### src/rtl/rv_pkg.sv
// Shared core definitions: supported opcodes and the loader state encoding.
package rv_pkg;
  localparam logic [6:0] OP_RTYPE  = 7'b0110011;
  localparam logic [6:0] OP_LOAD   = 7'b0000011;
  localparam logic [6:0] OP_STORE  = 7'b0100011;
  localparam logic [6:0] OP_BRANCH = 7'b1100011;

  typedef enum logic [2:0] {
    S_IDLE, S_LEN_LO, S_LEN_HI, S_DATA, S_DONE, S_ERR
  } ld_state_t;

  function automatic logic op_legal(input logic [6:0] op);
    return (op == OP_RTYPE) || (op == OP_LOAD) || (op == OP_STORE) || (op == OP_BRANCH);
  endfunction
endpackage

### src/rtl/imem_loader_word_packer.sv
// Little-endian byte packer: collects bytes 0..2 in lanes, byte 3 completes the word.
module word_packer (
  input  logic        clk,
  input  logic        reset,
  input  logic        clr,
  input  logic        en,
  input  logic [7:0]  data,
  output logic [31:0] word,
  output logic        word_rdy
);
  logic [1:0]  cnt;
  logic [23:0] lanes;

  always_ff @(posedge clk) begin
    if (reset || clr) begin
      cnt   <= 2'd0;
      lanes <= 24'd0;
    end else if (en) begin
      cnt <= cnt + 2'd1;
      case (cnt)
        2'd0:    lanes[7:0]   <= data;
        2'd1:    lanes[15:8]  <= data;
        2'd2:    lanes[23:16] <= data;
        default: ;
      endcase
    end
  end

  // Byte 3 is taken straight from the input so the word is ready on its own transfer edge.
  assign word     = {data, lanes};
  assign word_rdy = en && (cnt == 2'd3);
endmodule

### src/rtl/imem_loader.sv
// Instruction memory loader: length header, word packing, one write per word, opcode screening.
module imem_loader
  import rv_pkg::*;
#(
  parameter int DEPTH  = 256,
  parameter int ADDR_W = $clog2(DEPTH)
) (
  input  logic              clk,
  input  logic              reset,
  input  logic              start,
  input  logic [7:0]        in_data,
  input  logic              in_valid,
  output logic              in_ready,
  output logic              imem_we,
  output logic [ADDR_W-1:0] imem_addr,
  output logic [31:0]       imem_wdata,
  output logic              core_hold,
  output logic              busy,
  output logic              done,
  output logic              err_len,
  output logic              bad_op,
  output logic [ADDR_W-1:0] bad_op_addr
);
  ld_state_t       state;
  logic [15:0]     len;
  logic [ADDR_W:0] widx;
  logic [15:0]     hdr_len, widx_nxt;
  logic            xfer, pack_en, start_ok, word_rdy;
  logic [31:0]     word;

  assign in_ready  = busy;
  assign core_hold = busy;
  assign xfer      = in_valid && busy;
  assign pack_en   = xfer && (state == S_DATA);
  assign start_ok  = start && ((state == S_IDLE) || (state == S_DONE) || (state == S_ERR));
  assign hdr_len   = {in_data, len[7:0]};
  assign widx_nxt  = 16'(widx) + 16'd1;

  word_packer u_pack (
    .clk      (clk),
    .reset    (reset),
    .clr      (start_ok),
    .en       (pack_en),
    .data     (in_data),
    .word     (word),
    .word_rdy (word_rdy)
  );

  always_ff @(posedge clk) begin
    if (reset) begin
      state       <= S_IDLE;
      busy        <= 1'b0;
      done        <= 1'b0;
      err_len     <= 1'b0;
      bad_op      <= 1'b0;
      bad_op_addr <= '0;
      imem_we     <= 1'b0;
      imem_addr   <= '0;
      imem_wdata  <= 32'd0;
      len         <= 16'd0;
      widx        <= '0;
    end else begin
      imem_we <= 1'b0;
      case (state)
        S_IDLE, S_DONE, S_ERR: if (start) begin
          state       <= S_LEN_LO;
          busy        <= 1'b1;
          done        <= 1'b0;
          err_len     <= 1'b0;
          bad_op      <= 1'b0;
          bad_op_addr <= '0;
          widx        <= '0;
        end
        S_LEN_LO: if (xfer) begin
          len[7:0] <= in_data;
          state    <= S_LEN_HI;
        end
        S_LEN_HI: if (xfer) begin
          len[15:8] <= in_data;
          if (hdr_len == 16'd0) begin
            state <= S_DONE;
            busy  <= 1'b0;
            done  <= 1'b1;
          end else if (hdr_len > 16'(DEPTH)) begin
            state   <= S_ERR;
            busy    <= 1'b0;
            err_len <= 1'b1;
          end else begin
            state <= S_DATA;
          end
        end
        S_DATA: if (word_rdy) begin
          imem_we    <= 1'b1;
          imem_addr  <= widx[ADDR_W-1:0];
          imem_wdata <= word;
          widx       <= widx_nxt[ADDR_W:0];
          // Only the first offender is recorded; the word is written regardless.
          if (!op_legal(word[6:0]) && !bad_op) begin
            bad_op      <= 1'b1;
            bad_op_addr <= widx[ADDR_W-1:0];
          end
          if (widx_nxt == len) begin
            state <= S_DONE;
            busy  <= 1'b0;
            done  <= 1'b1;
          end
        end
        default: begin
          state <= S_IDLE;
          busy  <= 1'b0;
        end
      endcase
    end
  end
endmodule

### config.mk
export PLATFORM = sky130hd
export DESIGN_NAME = imem_loader
export DESIGN_NICKNAME = d
export VERILOG_FILES = /design/src/rtl/rv_pkg.sv /design/src/rtl/imem_loader_word_packer.sv /design/src/rtl/imem_loader.sv
export SDC_FILE = /design/constraint.sdc
export NUM_CORES = 1
export LEC_CHECK = 0
export BUFFER_PORTS_ARGS = -buffer_cell sky130_fd_sc_hd__buf_2
export CORE_ASPECT_RATIO = 0.8
export CORE_MARGIN = 1.5
export CORE_UTILIZATION = 45
export DETAILED_ROUTE_END_ITERATION = 16
export PLACE_DENSITY = 0.62
export REMOVE_ABC_BUFFERS = 1
export SYNTH_ARGS = -nofsm -noshare
export SYNTH_HDL_FRONTEND = slang
export SYNTH_SLANG_ARGS = --single-unit
### constraint.sdc
create_clock -name clk -period 3.1 [get_ports clk]
set_clock_uncertainty 0.1 [all_clocks]
set_input_delay 0.155 -clock clk [delete_from_list [all_inputs] [get_ports clk]]
set_output_delay 0.155 -clock clk [all_outputs]
set_load 0.1 [all_outputs]
==> results of run 1 <==
[cell families after synthesis]
kind of cell / Yosys count / share of synthesized area, %
AO/OA/AOI/OAI: 142 / 17.9
XOR/XNOR: 11 / 2.16
adder cells (fa/ha/maj): 6 / 1.62
buffers and inverters: 48 / 4.31
flip-flops: 107 / 48.0
AND/OR/NAND/NOR: 257 / 26.1
[report_power, final]
part           total (uW)  internal (uW)  switching, uW  leakage (uW)
sequential           1400           1390           13.1      0.000862
combinational         281           62.1            219      0.000887
clock                1250            734            514      0.000152
total                2930           2180            746       0.00190
[cell type report]
| cell class | instances | area share [%] |
|---|---|---|
| well taps | 136 | 3.29 |
| multi-input cells | 416 | 41.3 |
| repair buffers | 71 | 7.10 |
| inverters | 9 | 0.652 |
| clock inverters | 5 | 1.62 |
| flip-flops and latches | 107 | 41.4 |
| clock buffers | 11 | 4.69 |
[sequential cells by signal, indices dropped and copies added (netlist names)]
| register | count |
|---|---|
| u_pack.cnt | 2 |
| widx | 9 |
| busy | 1 |
| imem_addr | 8 |
| state | 3 |
| bad_op | 1 |
| imem_we | 1 |
| done | 1 |
| imem_wdata | 32 |
| len | 16 |
| bad_op_addr | 8 |
| err_len | 1 |
| u_pack.lanes | 24 |
[worst max-delay path: stages, from the launching register on]
cell and delay [ns]:
dfxtp_1 0.57, nand4_1 0.29, nor4b_1 0.66, a2111oi_2 0.11, a311o_2 0.42, a21oi_4 0.17
o22ai_1 0.09
[layer usage]
layer	vias up	part of all wire (%)	GRT usage [%]
met2	100	44	34.7
met5	-	0	0
met1	1914	51	29.7
met4	0	0.60	5.10
li1	2037	-	-
met3	5	4.6	4.89
[worst paths after layout]
check                  startpoint  slack [ns]  depth (start not counted)              endpoint
min reg2reg  err_len$_SDFFE_PP0P_        0.35                          2  err_len$_SDFFE_PP0P_
min                    in_data[2]        0.04                          3  len[10]$_SDFFE_PP0P_
max reg2reg  widx[3]$_SDFFE_PP0P_        0.52                          6     done$_SDFFE_PP0P_
max          widx[3]$_SDFFE_PP0P_        0.52                          6     done$_SDFFE_PP0P_
[through the flow]
step                      worst slack [ns]  setup TNS (ns)  cells  utilization [%]  area, sq um
after floorplan                      -1.78         -121.79    532                -         4310
after global routing                 0.364               0    755             53.7         5180
after CTS                            0.578               0    755             53.7         5180
after detailed placement             0.610               0    739             50.3         4850
after global placement               0.669               0    739             50.3         4850
final                                0.524               0    755             53.7         5180
[layout by cell type, fill, tap and decap left out, types with 4 or more instances in the layout]
cell type,n
nor4_1,4
nand3_1,37
nand2b_1,4
nor2_1,41
a22oi_1,8
o21ai_0,18
inv_1,9
and2_1,4
ha_1,5
dfxtp_1,107
nand2_1,134
xnor2_1,7
clkbuf_16,9
xor2_1,4
buf_2,66
nor3_1,6
a21oi_1,96
buf_4,5
==> flow_summary_export.csv, run 1 <==
group,metric,value,unit
synthesis,avgSynthCellArea,7.82,sq um
hold_path,hold_path.class,"in -> reg",
die,start_util,46.3,%
clock_tree,cts_buffers,9,
die,io_pins,67,
drt,wl_per_cell,14.6,um
die,die_y,92.1,um
synthesis,synthFlopType,"dfxtp_1",
final_layout,multi_input_area,2140,sq um
synthesis,syn_inst,571,
synthesis,ys_seq_elements,107,
final_layout,area.growth.synth_to_final,15.9,%
clock_tree,cts-root-buf,"clkbuf_16",
sta,setup_viol,0,
global_routing,antenna_found_initial,0,
worst_setup_path,cp_max_fo,10,
clock_tree,clkTransAtPathRegs,0.07,ns
global_routing,grt_max_degree,66,
global_routing,grt_remaining_overflow,0,
drt,drtAntennaViolNets,0,
die,fp.coreArea,9650,sq um
drt,num_vias,4056,
drt,dr.first_iter.drc_count,250,
pwr,power.static_leakage,0.00190,uW
place,post-dp-hpwl,7280,um
final_layout,drive_gt1_share,15.3,%
sta,holdWs,0.0352,ns
synthesis,yosysTopAreaCell,"dfxtp_1",
synthesis,synth-edff-count,0,
synthesis,synthTopCellsByCount,"134 x nand2_1, 107 x dfxtp_1, 96 x a21oi_1",
synthesis,yosysMostFrequentCell,"nand2_1",
clock_tree,cts_sinks,107,
drt,wl,11000,um
worst_setup_path,critPathRequiredTime,3.19,ns
pwr,total_power,2930,uW
clock_tree,cts_hold_buffers,0,
die,dieWidth,114,um
pwr,p_per_area,566,nW/um^2
sta,max_freq,388,MHz
sta,slew_viol_final,0,
place,portBuffers,66,
synthesis,netlist_area,4470,sq um
drt,vias_per_cell,5.37,
die,dieArea,10500,sq um
global_routing,grt_use_total,21.7,%
sta,rsz0062_at_grt,"no",
synthesis,ys_types,54,
synthesis,async_flop_share,0,%
clock_tree,clk_latency,0.34,ns
final_layout,regArea,2140,sq um
clock_tree,cts_buffer_depth,2,
clock_tree,cts_setup_buffers,0,
place,gp_congestion,0.864,
run_status,outcome,"completed",
drt,drc,0,
clock_tree,h-tree-depth,3,
run,cap_violations,0,
worst_setup_path,crit_arrival,2.66,ns
die,rows,32,
sta,relSlewSlack,27.2,%
global_routing,grt_pass1_wl,18200,um
pwr,irDropWorstVdd,0.280,mV
synthesis,synth-seq-area-share,48.0,%
sta,timing.final.crit_share,83.1,%
final_layout,fill_cells,933,
worst_setup_path,start_kind,"flop",
global_routing,grt_pass1_vias,3774,
synthesis,yosysWarningCount,0,
worst_setup_path,crit_path_end_kind,"flop",
worst_setup_path,critical_path_class,"reg -> reg",
final_layout,diodes,0,
clock_tree,cts_tree,"built",
synthesis,synth.area.top_cells,"dfxtp_1 48%, nand2_1 11%, a21oi_1 11%, nand3_1 4.3%, nor2_1 3.4%",
sta,min_period,2.58,ns
sta,hold_violations,0,
drt,first_pass_iters,5,
synthesis,yosysTopAreaCellShare,48.0,%
final_layout,nets,631,
sta,worstMarginPinSlew,1.09,ns
clock_tree,ctsResizeCount,0,
No activity file was read; power rests on OpenSTA's default activity.
==> run 2: changes to the inputs <==
--- a/config.mk
+++ b/config.mk
@@ -10,7 +10,7 @@
 export CORE_MARGIN = 1.5
 export CORE_UTILIZATION = 45
 export DETAILED_ROUTE_END_ITERATION = 16
-export PLACE_DENSITY = 0.62
+export PLACE_DENSITY = 0.65
 export REMOVE_ABC_BUFFERS = 1
 export SYNTH_ARGS = -nofsm -noshare
 export SYNTH_HDL_FRONTEND = slang
==> constraint.sdc (replaced) <==
create_clock -name clk -period 2.3 [get_ports clk]
set_clock_uncertainty 0.1 [all_clocks]
set_input_delay 0.115 -clock clk [delete_from_list [all_inputs] [get_ports clk]]
set_output_delay 0.115 -clock clk [all_outputs]
set_load 0.1 [all_outputs]
==> flow_summary_export.csv, run 2 (same netlist as run 1, synthesis figures left out) <==
group,metric,value,unit
pwr,internal_power,2740,uW
worst_setup_path,crit_family,"simple AND/OR/NAND/NOR gates",
worst_setup_path,cp_slowest_cell,"or4_4",
die,io_pins,67,
pwr,combPwrFrac,10.9,%
clock_tree,clkTransAtPathRegs,0.08,ns
pwr,clkPwrFrac,39.4,%
sta,rsz0062_at_grt,"yes",
drt,dr.first_iter.drc_count,318,
drt,num_vias,4149,
worst_setup_path,worstPathCellList,"or4_4, nor3_4, nand4_1, nor4_2, buf_4, a21oi_4, a221o_1",
run_status,outcome,"completed",
clock_tree,cts_sinks,107,
worst_setup_path,reg2reg_slack,0.04,ns
worst_setup_path,critical_path_class,"reg -> reg",
sta,fin_tns_setup,0,ns
worst_setup_path,start_kind,"flop",
final_layout,area.growth.synth_to_final,19.7,%
drt,first_pass_iters,5,
place,placed_area,4990,sq um
sta,slew_viol_final,0,
final_layout,regMostFlops,"imem_wdata",
sta,setup_viol,0,
drt,drtAntennaViolNets,0,
pwr,irDropWorstVdd,0.462,mV
die,fp.coreArea,9650,sq um
final_layout,mostFrequentLayoutCell,"nand2_1",
clock_tree,cts_tree,"built",
global_routing,grt_pass1_wl,18200,um
die,die_y,92.1,um
global_routing,grt_max_degree,50,
worst_setup_path,crit_path_end_kind,"flop",
run,cap_violations,0,
sta,timing.final.crit_share,98.3,%
sta,min_period,2.26,ns
die,dieWidth,114,um
final_layout,final_cell_mix,"134 x nand2_1, 103 x dfxtp_1, 96 x a21oi_1",
pwr,switching_power,1070,uW
die,dieArea,10500,sq um
drt,wl,11200,um
pwr,p_sw_share,28.0,%
clock_tree,clk_latency,0.35,ns
sta,relSlewSlack,54.9,%
global_routing,grt_use_total,21.8,%
worst_setup_path,critPathRequiredTime,2.44,ns
sta,max_freq,442,MHz
sta,holdWs,0.00751,ns
clock_tree,h-tree-depth,3,
clock_tree,cts-root-buf,"clkbuf_16",
final_layout,reg_top3,"imem_wdata (32), u_pack.lanes (24), len (16)",
drt,drc,0,
final_layout,stdcell_count,777,
final_layout,drive_gt1_share,19.2,%
sta,setup_slack,0.0393,ns
sta,hold_violations,0,
worst_setup_path,cp_max_fo,3,
worst_setup_path,crit_arrival,2.40,ns
pwr,p_per_area,711,nW/um^2
final_layout,diodes,0,
sta,worstMarginPinSlew,0.673,ns
global_routing,grt_remaining_overflow,0,
worst_setup_path,critPathBufInv,1,
worst_setup_path,max_stage_delay,0.54,ns
drt,wl_per_cell,14.4,um
place,dp.cells,757,
drt,vias_per_cell,5.34,
clock_tree,cts_buffer_depth,2,
final_layout,nets,653,
global_routing,grt_pass1_vias,3704,
die,rows,32,
clock_tree,cts_buffers,9,
pwr,seqPwrFrac,49.8,%
place,post-dp-hpwl,7540,um
place,portBuffers,66,
pwr,power.static_leakage,0.00200,uW
place,gp_congestion,0.863,
place,dp_slack,-0.00306,ns
final_layout,largest_reg_flops,32,
hold_path,hold_path.class,"in -> reg",
global_routing,antenna_found_initial,0,
die,start_util,46.3,%
final_layout,stdcell_area,5350,sq um
[run 2: cell count changes in the layout (fill, tap and decap cells not counted), sizes merged]
cell,delta
clkinv,+4
dlygate4sd3,+3
clkinvlp,-2
bufinv,-2
buf,+19
clkbuf,-2
inv,+2
[run 2: cell type report]
class | count | area, sq um
sequential | 107 | 2150
multi-input combinational | 416 | 2170
inverter | 9 | 33.8
timing repair buffer | 93 | 541
tap | 136 | 170
clock inverter | 7 | 61.3
clock buffer | 9 | 225
fill | 930 | 4300
[run 2: worst paths after layout]
check                                          startpoint                          end  cells past startpoint
worst min-delay path                           in_data[7]  imem_wdata[31]$_SDFFE_PP0P_                      3
worst min register to register  imem_addr[3]$_SDFFE_PP0P_    imem_addr[3]$_SDFFE_PP0P_                      2
worst max register to register       len[15]$_SDFFE_PP0P_        state[1]$_SDFFE_PP0P_                      7
worst max-delay path                 len[15]$_SDFFE_PP0P_        state[1]$_SDFFE_PP0P_                      7
[run 2: per-stage QoR]
step,utilization [%],total power [uW]
finish,55.4,3800
global route,55.4,3920
floorplan,-,2180
global placement,51.7,2330
CTS,55.0,3820
detailed placement,51.7,2340
[run 2: power groups by stage]
stage / combinational [uW] / sequential, uW / clock [uW]
floorplan: 146 / 2030 / 0
global placement: 398 / 1930 / 0
detailed placement: 404 / 1940 / 0
CTS: 409 / 1890 / 1520
global route: 445 / 1890 / 1580
finish: 413 / 1890 / 1500
[run 2: repair_timing]
action                                  in CTS  in global routing
hold endpoints to repair                     3                  0
gates resized for setup                      1                  9
pin swaps                                    0                  5
cloned                                       0                  0
endpoints found under the setup margin       1                  4
buffers inserted                             0                  1
hold buffers                                 3                  0
[run 2: routing by layer]
metal / wire, um / up-vias / GRT usage [%]
met1: 5340 / 1938 / 31.3
met5: 0 / - / 0
met3: 655 / 13 / 4.36
li1: - / 2078 / -
met2: 5070 / 120 / 33.0
met4: 121 / 0 / 6.15
[run 2: worst reg2reg max path: stages, from the launching register on]
cell	delay, ns
dfxtp_1	0.32
or4_4	0.54
nor3_4	0.19
nand4_1	0.12
nor4_2	0.34
buf_4	0.19
a21oi_4	0.06
a221o_1	0.30
